## config.mk

```make
export PLATFORM = sky130hd
export DESIGN_NAME = exec_muldiv_unit
export DESIGN_NICKNAME = d
export VERILOG_FILES = /design/src/rtl/muldiv_pkg.sv /design/src/rtl/exec_muldiv_unit.sv
export SDC_FILE = /design/constraint.sdc
export NUM_CORES = 1
export LEC_CHECK = 0
export CAP_MARGIN = 20
export CORE_MARGIN = 2
export CORE_UTILIZATION = 50
export CTS_BUF_LIST = sky130_fd_sc_hd__clkbuf_8
export DETAILED_ROUTE_END_ITERATION = 16
export PLACE_DENSITY = 0.76
export SLEW_MARGIN = 20
export SYNTH_ARGS = -nofsm -noshare
export SYNTH_HDL_FRONTEND = slang
export SYNTH_SLANG_ARGS = --single-unit
```

## constraint.sdc

```tcl
create_clock -name clk -period 3.77 [get_ports clk]
set_input_delay 0.754 -clock clk [delete_from_list [all_inputs] [get_ports clk]]
set_output_delay 0.754 -clock clk [all_outputs]
set_load 0.01 [all_outputs]
```

## src/rtl/muldiv_pkg.sv

```systemverilog
// Shared encodings and constants for the iterative multiply/divide unit.
// Optional two's-complement support is enabled by the MULDIV_SIGNED_EN macro.
package muldiv_pkg;

    localparam int unsigned MD_WIDTH = 16;

    localparam logic [1:0] OP_MULU = 2'b00;
    localparam logic [1:0] OP_DIVU = 2'b01;
    localparam logic [1:0] OP_MULS = 2'b10;
    localparam logic [1:0] OP_DIVS = 2'b11;

    localparam logic [15:0] DIV0_QUOT = 16'hFFFF;

    typedef enum logic [1:0] {
        ST_IDLE = 2'd0,
        ST_BUSY = 2'd1,
        ST_DONE = 2'd2
    } md_state_e;

endpackage

```

## src/rtl/exec_muldiv_unit.sv

```systemverilog
// Execute-stage radix-2 multiply / restoring divide unit, one iteration per cycle.
// Define MULDIV_SIGNED_EN to make MULS/DIVS two's-complement; otherwise op[1] is ignored.
module exec_muldiv_unit
    import muldiv_pkg::*;
#(
    parameter int unsigned WIDTH = MD_WIDTH,
    parameter int unsigned CNT_W = 5
) (
    input  logic             clk,
    input  logic             rst,
    input  logic             start,
    input  logic [1:0]       op,
    input  logic [WIDTH-1:0] rs_data,
    input  logic [WIDTH-1:0] rd_data,
    input  logic [2:0]       rd,
    input  logic             flush,
    output logic             stall,
    output logic             done,
    output logic [WIDTH-1:0] result_lo,
    output logic [WIDTH-1:0] result_hi,
    output logic [2:0]       rd_out,
    output logic             div_zero
);

    localparam int unsigned AW = 2*WIDTH + 1;

    md_state_e        state;
    logic [CNT_W-1:0] count;
    logic [AW-1:0]    acc;
    logic [AW-1:0]    acc_nxt;
    logic [WIDTH-1:0] opnd;
    logic             is_div;
    logic             dz;
    logic [2:0]       rd_q;

    logic             start_dz;
    logic [WIDTH-1:0] a_mag;
    logic [WIDTH-1:0] b_mag;
    logic [WIDTH:0]   add_sum;
    logic [WIDTH:0]   rem_sh;
    logic [WIDTH:0]   diff;
    logic [WIDTH-1:0] fin_lo;
    logic [WIDTH-1:0] fin_hi;

    assign stall    = (state == ST_BUSY) | (start & (state != ST_BUSY));
    assign start_dz = op[0] & (rd_data == '0);

`ifdef MULDIV_SIGNED_EN
    logic neg_prod;
    logic neg_quo;
    logic neg_rem;

    always_comb begin
        a_mag = rs_data;
        b_mag = rd_data;
        if (op[1]) begin
            if (rs_data[WIDTH-1]) a_mag = -rs_data;
            if (rd_data[WIDTH-1]) b_mag = -rd_data;
        end
    end

    always_ff @(posedge clk) begin
        if (rst) begin
            neg_prod <= 1'b0;
            neg_quo  <= 1'b0;
            neg_rem  <= 1'b0;
        end else if (start && !flush && state != ST_BUSY) begin
            neg_prod <= op[1] & ~op[0] & (rs_data[WIDTH-1] ^ rd_data[WIDTH-1]);
            neg_quo  <= op[1] &  op[0] & (rs_data[WIDTH-1] ^ rd_data[WIDTH-1]);
            neg_rem  <= op[1] &  op[0] &  rs_data[WIDTH-1];
        end
    end
`else
    logic unused_op_sign;
    assign unused_op_sign = op[1];
    assign a_mag = rs_data;
    assign b_mag = rd_data;
`endif

    // acc holds {carry, hi, lo}: product/multiplier for MUL, remainder/quotient for DIV.
    always_comb begin
        add_sum = acc[AW-1:WIDTH] + (acc[0] ? {1'b0, opnd} : '0);
        rem_sh  = acc[2*WIDTH-1:WIDTH-1];
        diff    = rem_sh - {1'b0, opnd};
        if (!is_div)
            acc_nxt = {1'b0, add_sum, acc[WIDTH-1:1]};
        else if (rem_sh >= {1'b0, opnd})
            acc_nxt = {diff, acc[WIDTH-2:0], 1'b1};
        else
            acc_nxt = {rem_sh, acc[WIDTH-2:0], 1'b0};
    end

    always_comb begin
        fin_lo = acc_nxt[WIDTH-1:0];
        fin_hi = acc_nxt[2*WIDTH-1:WIDTH];
`ifdef MULDIV_SIGNED_EN
        if (neg_prod) {fin_hi, fin_lo} = -acc_nxt[2*WIDTH-1:0];
        if (neg_quo)  fin_lo = -acc_nxt[WIDTH-1:0];
        if (neg_rem)  fin_hi = -acc_nxt[2*WIDTH-1:WIDTH];
`endif
    end

    always_ff @(posedge clk) begin
        if (rst) begin
            state     <= ST_IDLE;
            count     <= '0;
            done      <= 1'b0;
            div_zero  <= 1'b0;
            result_lo <= '0;
            result_hi <= '0;
            rd_out    <= '0;
            acc       <= '0;
            opnd      <= '0;
            is_div    <= 1'b0;
            dz        <= 1'b0;
            rd_q      <= '0;
        end else begin
            done <= 1'b0;
            unique case (state)
                ST_IDLE, ST_DONE: begin
                    if (start && !flush) begin
                        // divide-by-zero keeps the raw dividend for result_hi
                        acc    <= {{(AW-WIDTH){1'b0}}, start_dz ? rs_data : a_mag};
                        opnd   <= b_mag;
                        is_div <= op[0];
                        dz     <= start_dz;
                        rd_q   <= rd;
                        count  <= '0;
                        state  <= ST_BUSY;
                    end else begin
                        state <= ST_IDLE;
                    end
                end
                ST_BUSY: begin
                    if (flush) begin
                        state <= ST_IDLE;
                    end else if (dz) begin
                        // single BUSY cycle: no iterations, fixed divide-by-zero result
                        state     <= ST_DONE;
                        done      <= 1'b1;
                        div_zero  <= 1'b1;
                        result_lo <= WIDTH'(DIV0_QUOT);
                        result_hi <= acc[WIDTH-1:0];
                        rd_out    <= rd_q;
                    end else begin
                        acc   <= acc_nxt;
                        count <= count + 1'b1;
                        if (count == CNT_W'(WIDTH-1)) begin
                            state     <= ST_DONE;
                            done      <= 1'b1;
                            div_zero  <= 1'b0;
                            result_lo <= fin_lo;
                            result_hi <= fin_hi;
                            rd_out    <= rd_q;
                        end
                    end
                end
                default: state <= ST_IDLE;
            endcase
        end
    end

endmodule

```

Yosys cells after proc, flatten, opt, wreduce, memory -nomap -nowiden
Index checks and enable logic that the tools add are counted.

Logic and storage cells: 66. Output and inout bits: 38. Input bits: 41. Register bits after elaboration: 98.

Order comparisons: 1. Muxes and demuxes: 26. Bitwise logic cells: 5. Equality and inequality tests: 8. Reductions and logical operators: 11. Add/subtract/negate cells: 3.

Operator list (number): $mux 33 (5); $mux 16 (5); $pmux 33 s2 (1); $add 17x16->17 (1); $ge 17x16->1 (1); $sub 17x16->17 (1); $logic_not 16->1 (1); $mux 5 (3); $pmux 5 s2 (1); $mux 2 (3); $mux 3 (2); $ne 2x2->1 const B (3); $add 5x1->5 const B (1); $eq 5x4->1 const B (1); $mux 1 (5); $ne 4x3->1 const B (1); $pmux 2 s2 (1); $reduce_and 4->1 (1); $reduce_bool 2->1 (2); $reduce_and 3->1 (1); $reduce_or 3->1 (1); $and 1x1->1 (2); $eq 2x1->1 const B (1); $eq 2x2->1 const B (1); other kinds (8) (9).

Logic depth before layout (Yosys ltp)
Word-level depth: 6. Mapped depth: 14. Gate-level depth less buffers: 12.

Worst setup path after synthesis
Ideal clock, no wire load.

Path kind: flip-flop to flip-flop. Start point: register acc[0]. End point: register result_hi[13]. Setup slack: 0.888 ns. Required time: 3.651 ns. Arrival: 2.764 ns. Stages on the path, launching flop included: 15. Path buffers: 2. Clock period less this slack: 2.882 ns. Setup time: 0.119 ns. Cell sequence: dfxtp_1 clkbuf_1 clkbuf_1 and2_1 ha_1 inv_1 fa_1 nor2b_1 o2111ai_1 nand3_1 nand4_1 a21oi_1 o211ai_1 and3b_1 o221a_2.

Cells in the longest elaborated chain, start to end: 5.

Ends and longest elaborated chain: from (decl) (RTL line exec_muldiv_unit.sv:29) `logic [AW-1:0] acc;`; from (signal assigned) (RTL line exec_muldiv_unit.sv:123) `acc <= {{(AW-WIDTH){1'b0}}, start_dz ? rs_data : a_mag};`; from (signal assigned) (RTL line exec_muldiv_unit.sv:146) `acc <= acc_nxt;`; $mux 16 (RTL line exec_muldiv_unit.sv:82) `add_sum = acc[AW-1:WIDTH] + (acc[0] ? {1'b0, opnd} : '0);`; $add 17x16->17 (RTL line exec_muldiv_unit.sv:82); $mux 33 (RTL line exec_muldiv_unit.sv:85) `if (!is_div)`; $mux 16 (RTL line exec_muldiv_unit.sv:148) `if (count == CNT_W'(WIDTH-1)) begin`; $mux 16 (RTL line exec_muldiv_unit.sv:137) `end else if (dz) begin`; to (signal assigned) (RTL line exec_muldiv_unit.sv:143) `result_hi <= acc[WIDTH-1:0];`; to (signal assigned) (RTL line exec_muldiv_unit.sv:153) `result_hi <= fin_hi;`; to (decl) (RTL line exec_muldiv_unit.sv:20) `output logic [WIDTH-1:0] result_hi,`.

No other way between the ends. The select of a mux whose other input is x is not followed. A chain may end at the register's enable or synchronous reset.

Final worst setup path
Start point: register acc[0]. End point: register result_hi[12].

Same word-level chain as after synthesis.

==> PnR_summary.wiki <==
{| class="wikitable"
! Metric !! Value
|-
| Count of nets after finishing || 907
|-
| EDFF count, synth || 0
|-
| Number of I/O pins || between 70 and 80
|-
| Proportion of synthesized chip area in sequential cells || a little under a third
|-
| Nets in the synthesized netlist || 856
|-
| Routed vias/inst || just over 6
|-
| Number of post-CTS setup repair buffers || 0
|-
| Mapped Area || roughly 0.0062 mm^2
|-
| Leak || about 2.8 nW
|-
| Class of the tightest hold or removal check || flip-flop to flip-flop
|-
| Number of diodes || 0
|-
| Power, Total || 2.320 mW
|-
| Wire length of the first global-routing pass || about 29 mm
|-
| CTS clock-pin slew for the worst setup and hold paths || 110 ps
|-
| Largest area contributor in the netlist || sky130_fd_sc_hd__dfxtp_1
|-
| Critical path class || flip-flop to flip-flop
|-
| WL per Instance || roughly 19 um
|-
| Most instantiated cells after synthesis || sky130_fd_sc_hd__dfxtp_1, sky130_fd_sc_hd__nand2_1, sky130_fd_sc_hd__nor2_1
|-
| Total area of multi-input combinational cells || 0.003895 mm^2
|-
| H-tree levels || 3
|-
| Total power divided by cell area || about 320 mW/mm^2
|-
| Layout Cell Area excl Fill || 0.007192 mm^2
|-
| Kind of end point of the critical path || flip-flop
|-
| Status || finished, final reports clean
|-
| Clock sink count || 98
|-
| Final instance count without filler cells || 982
|-
| Post-route antenna net violation count || 0
|-
| Number of antenna violations at the first check in global routing || 0
|-
| CTS tree || yes
|-
| Critical-path maximum fanout || 11
|-
| Maximum number of pins on one net before global-route repair || ~70
|-
| Number of global-route vias before repair || about 5600
|-
| Dominant combinational cell family by area after synthesis || compound AO/OA/AOI/OAI gates
|-
| Detailed-route via count || around 6100
|-
| Layout filler cell count || about 1100
|-
| # port buffers || between 70 and 80
|-
| Fraction of the mapped netlist area in adder cells || 7.549%
|-
| Initial detailed-routing violation count || between 500 and 600
|-
| Biggest area contributors in the synthesized netlist || sky130_fd_sc_hd__dfxtp_1, sky130_fd_sc_hd__ha_1, sky130_fd_sc_hd__a21oi_1, sky130_fd_sc_hd__nand2_1, sky130_fd_sc_hd__nor2_1
|-
| Worst slew slack as a fraction of its limit || between 30% and 40%
|-
| Global router's overall resource usage || ~28%
|-
| Data required time at the worst endpoint || about 4100 ps
|-
| Most instantiated library cell after synthesis || sky130_fd_sc_hd__dfxtp_1
|-
| Die Y-Extent || approximately 120 um
|-
| Die area || 0.01324 mm^2
|-
| Slew at the pin closest to its max-slew limit || approximately 920 ps
|-
| Worst Clk Skew || about 13 ps
|-
| Number of rows created at floorplan || 40
|-
| Num CTS Buffers || 9
|-
| Core Footprint || approximately 0.012 mm^2
|-
| Setup slack at placement || 667.8 ps
|-
| Syn. warnings || 0
|-
| Area added between synthesis and finish || 16.64%
|-
| Starting density of the core || between 50% and 60%
|-
| Primary FF master, synth || sky130_fd_sc_hd__dfxtp_1
|-
| Final Routed Wirelength || 18.23 mm
|-
| Mux cell area share after synthesis || under 10%
|-
| Count of distinct cell types in the synthesized netlist || 77
|-
| Achievable clock frequency || about 310 MHz
|-
| Proportion of layout cells with a drive suffix above 1 || 7.545%
|-
| Area share of the leading cell type in the synthesized netlist || 31.82%
|-
| FF/Latch Area || 0.001963 mm^2
|-
| Post-Place Cells || around 970
|-
| Final number of hold-violating endpoints || 0
|-
| Post-Synth XOR/XNOR Area || 2.983%
|-
| Share of the synthesized area in compound gates (AO/OA/AOI/OAI) || about 28%
|-
| Count of hold buffers inserted by post-cts repair || 0
|-
| Post-placement cell area || 0.006987 mm^2
|-
| Post-DP HPWL || 13.24 mm
|-
| Type of element launching the critical path || flip-flop
|-
| Floorplan die width || ~120 um
|-
| Critical path data arrival time || around 3500 ps
|-
| Peak supply drop || approximately 0.00032 V
|-
| Routability congestion estimate from global placement || approximately 0.95
|-
| Asr flop ratio synth || 0%
|-
| Max capacitance violation total || 0
|-
| Final global-route overflow total || 0
|-
| Final worst path period share || between 80% and 90%
|-
| Max-slew violations || 0
|-
| Simple-gate area share of the yosys netlist || between 20% and 30%
|-
| Post-synthesis sequential element count || 98
|-
| Synth Area per Inst || 7.915 um^2
|-
| RSZ-0062 raised after global routing || false
|-
| Detailed-router iteration count before antenna repair || 5
|-
| Total Negative Setup Slacks || 0 ps
|-
| Total of cells resized after clock tree synthesis || 0
|-
| Maximum count of clock buffers along a single path || 2
|-
| Total of endpoints with negative setup slack in the final report || 0
|-
| Worst-skew pair later-pin latency || 400 ps
|-
| Mapped Cells || between 700 and 800
|-
| Residual DRC || 0
|-
| Final period demand of the worst path || approximately 3200 ps
|-
| Setup slack of the critical path after layout || approximately 560 ps
|-
| Clock root buffer || sky130_fd_sc_hd__clkbuf_8
|}
==> kinds of logic (layout without fill, tap and decap cells) <==
logic type,count (synthesis),count (layout)
muxes,19,19
buffers and inverters,75,131
and+or+nand+nor,281,281
xor gates and xnor gates,21,21
adders and majority gates,36,36
DFF,98,98
AOI/OAI and AO/OA,249,249
==> routing by layer <==
layer	vias up	share of wire (%)	GRT usage, %
met5	-	0	0
met4	0	2.1	9.317
met3	32	6.7	5.219
met2	256	47	44.75
met1	2883	44	36.93
li1	2936	-	-
==> area by class of cell <==
class / instances / area share [%]
well taps: 147 / 2.557
multi-input cells: 606 / 54.16
inverters: 27 / 1.409
clock buffers: 10 / 1.914
flip-flops and latches: 98 / 27.30
repair buffers: 88 / 11.80
clock inverters: 6 / 0.8699
==> registers in the layout, summed over array words and instances (netlist names) <==
register,flops
acc,33
rd_q,3
result_hi,16
result_lo,16
is_div,1
opnd,16
count,5
dz,1
rd_out,3
state,2
done,1
div_zero,1
==> power by group <==
| part | internal [mW] | total [mW] | leakage [nW] | switching (mW) |
|---|---|---|---|---|
| Combinational | 0.196 | 0.506 | 1.88 | 0.310 |
| Clock | 0.327 | 0.727 | 0.107 | 0.401 |
| Sequential | 1.06 | 1.09 | 0.794 | 0.0278 |
| Total | 1.58 | 2.32 | 2.78 | 0.739 |
==> layout by cell type, fill, tap and decap left out, types with 18 or more instances in the layout <==
cell | Yosys | final
sky130_fd_sc_hd__clkdlybuf4s50_1 | 0 | 76
sky130_fd_sc_hd__dfxtp_1 | 98 | 97
sky130_fd_sc_hd__nand2_1 | 91 | 91
sky130_fd_sc_hd__nor2_1 | 89 | 88
sky130_fd_sc_hd__mux2i_1 | 19 | 19
sky130_fd_sc_hd__a21oi_1 | 74 | 74
sky130_fd_sc_hd__ha_1 | 34 | 34
sky130_fd_sc_hd__inv_1 | 27 | 27
sky130_fd_sc_hd__nand3_1 | 26 | 26
sky130_fd_sc_hd__o21ai_0 | 26 | 26
sky130_fd_sc_hd__a21o_1 | 19 | 19
sky130_fd_sc_hd__a31oi_1 | 18 | 18
sky130_fd_sc_hd__a211oi_1 | 19 | 19
sky130_fd_sc_hd__and2_1 | 19 | 19
==> critical path, cell delays in order, from the launching register on <==
cell	delay (ps)
sky130_fd_sc_hd__dfxtp_1	600
sky130_fd_sc_hd__buf_4	240
sky130_fd_sc_hd__and2_1	130
sky130_fd_sc_hd__ha_1	280
sky130_fd_sc_hd__a2111oi_0	460
sky130_fd_sc_hd__o21a_1	250
sky130_fd_sc_hd__o21ai_0	180
sky130_fd_sc_hd__a41oi_1	280
sky130_fd_sc_hd__xnor2_1	160
sky130_fd_sc_hd__nor2_1	80
sky130_fd_sc_hd__a311o_1	350
sky130_fd_sc_hd__a21oi_1	110
==> metrics by stage <==
stage	util (%)	hold WS, ps
after global placement	58.17	444.5
after CTS	59.83	464.4
after global routing	59.88	480.3
after detailed placement	58.17	451.2
final	59.88	461.0
after floorplan	-	432.1
==> final timing paths <==
check           from             to  slack, ps  depth (start not counted)
min reg2reg  rd_q[0]        rd_q[0]        460                          2
max reg2reg   acc[0]  result_hi[12]        560                         11
max           acc[0]  result_hi[12]        560                         11
min          rd_q[0]        rd_q[0]        460                          2
Power figures use the tool's default switching activity.
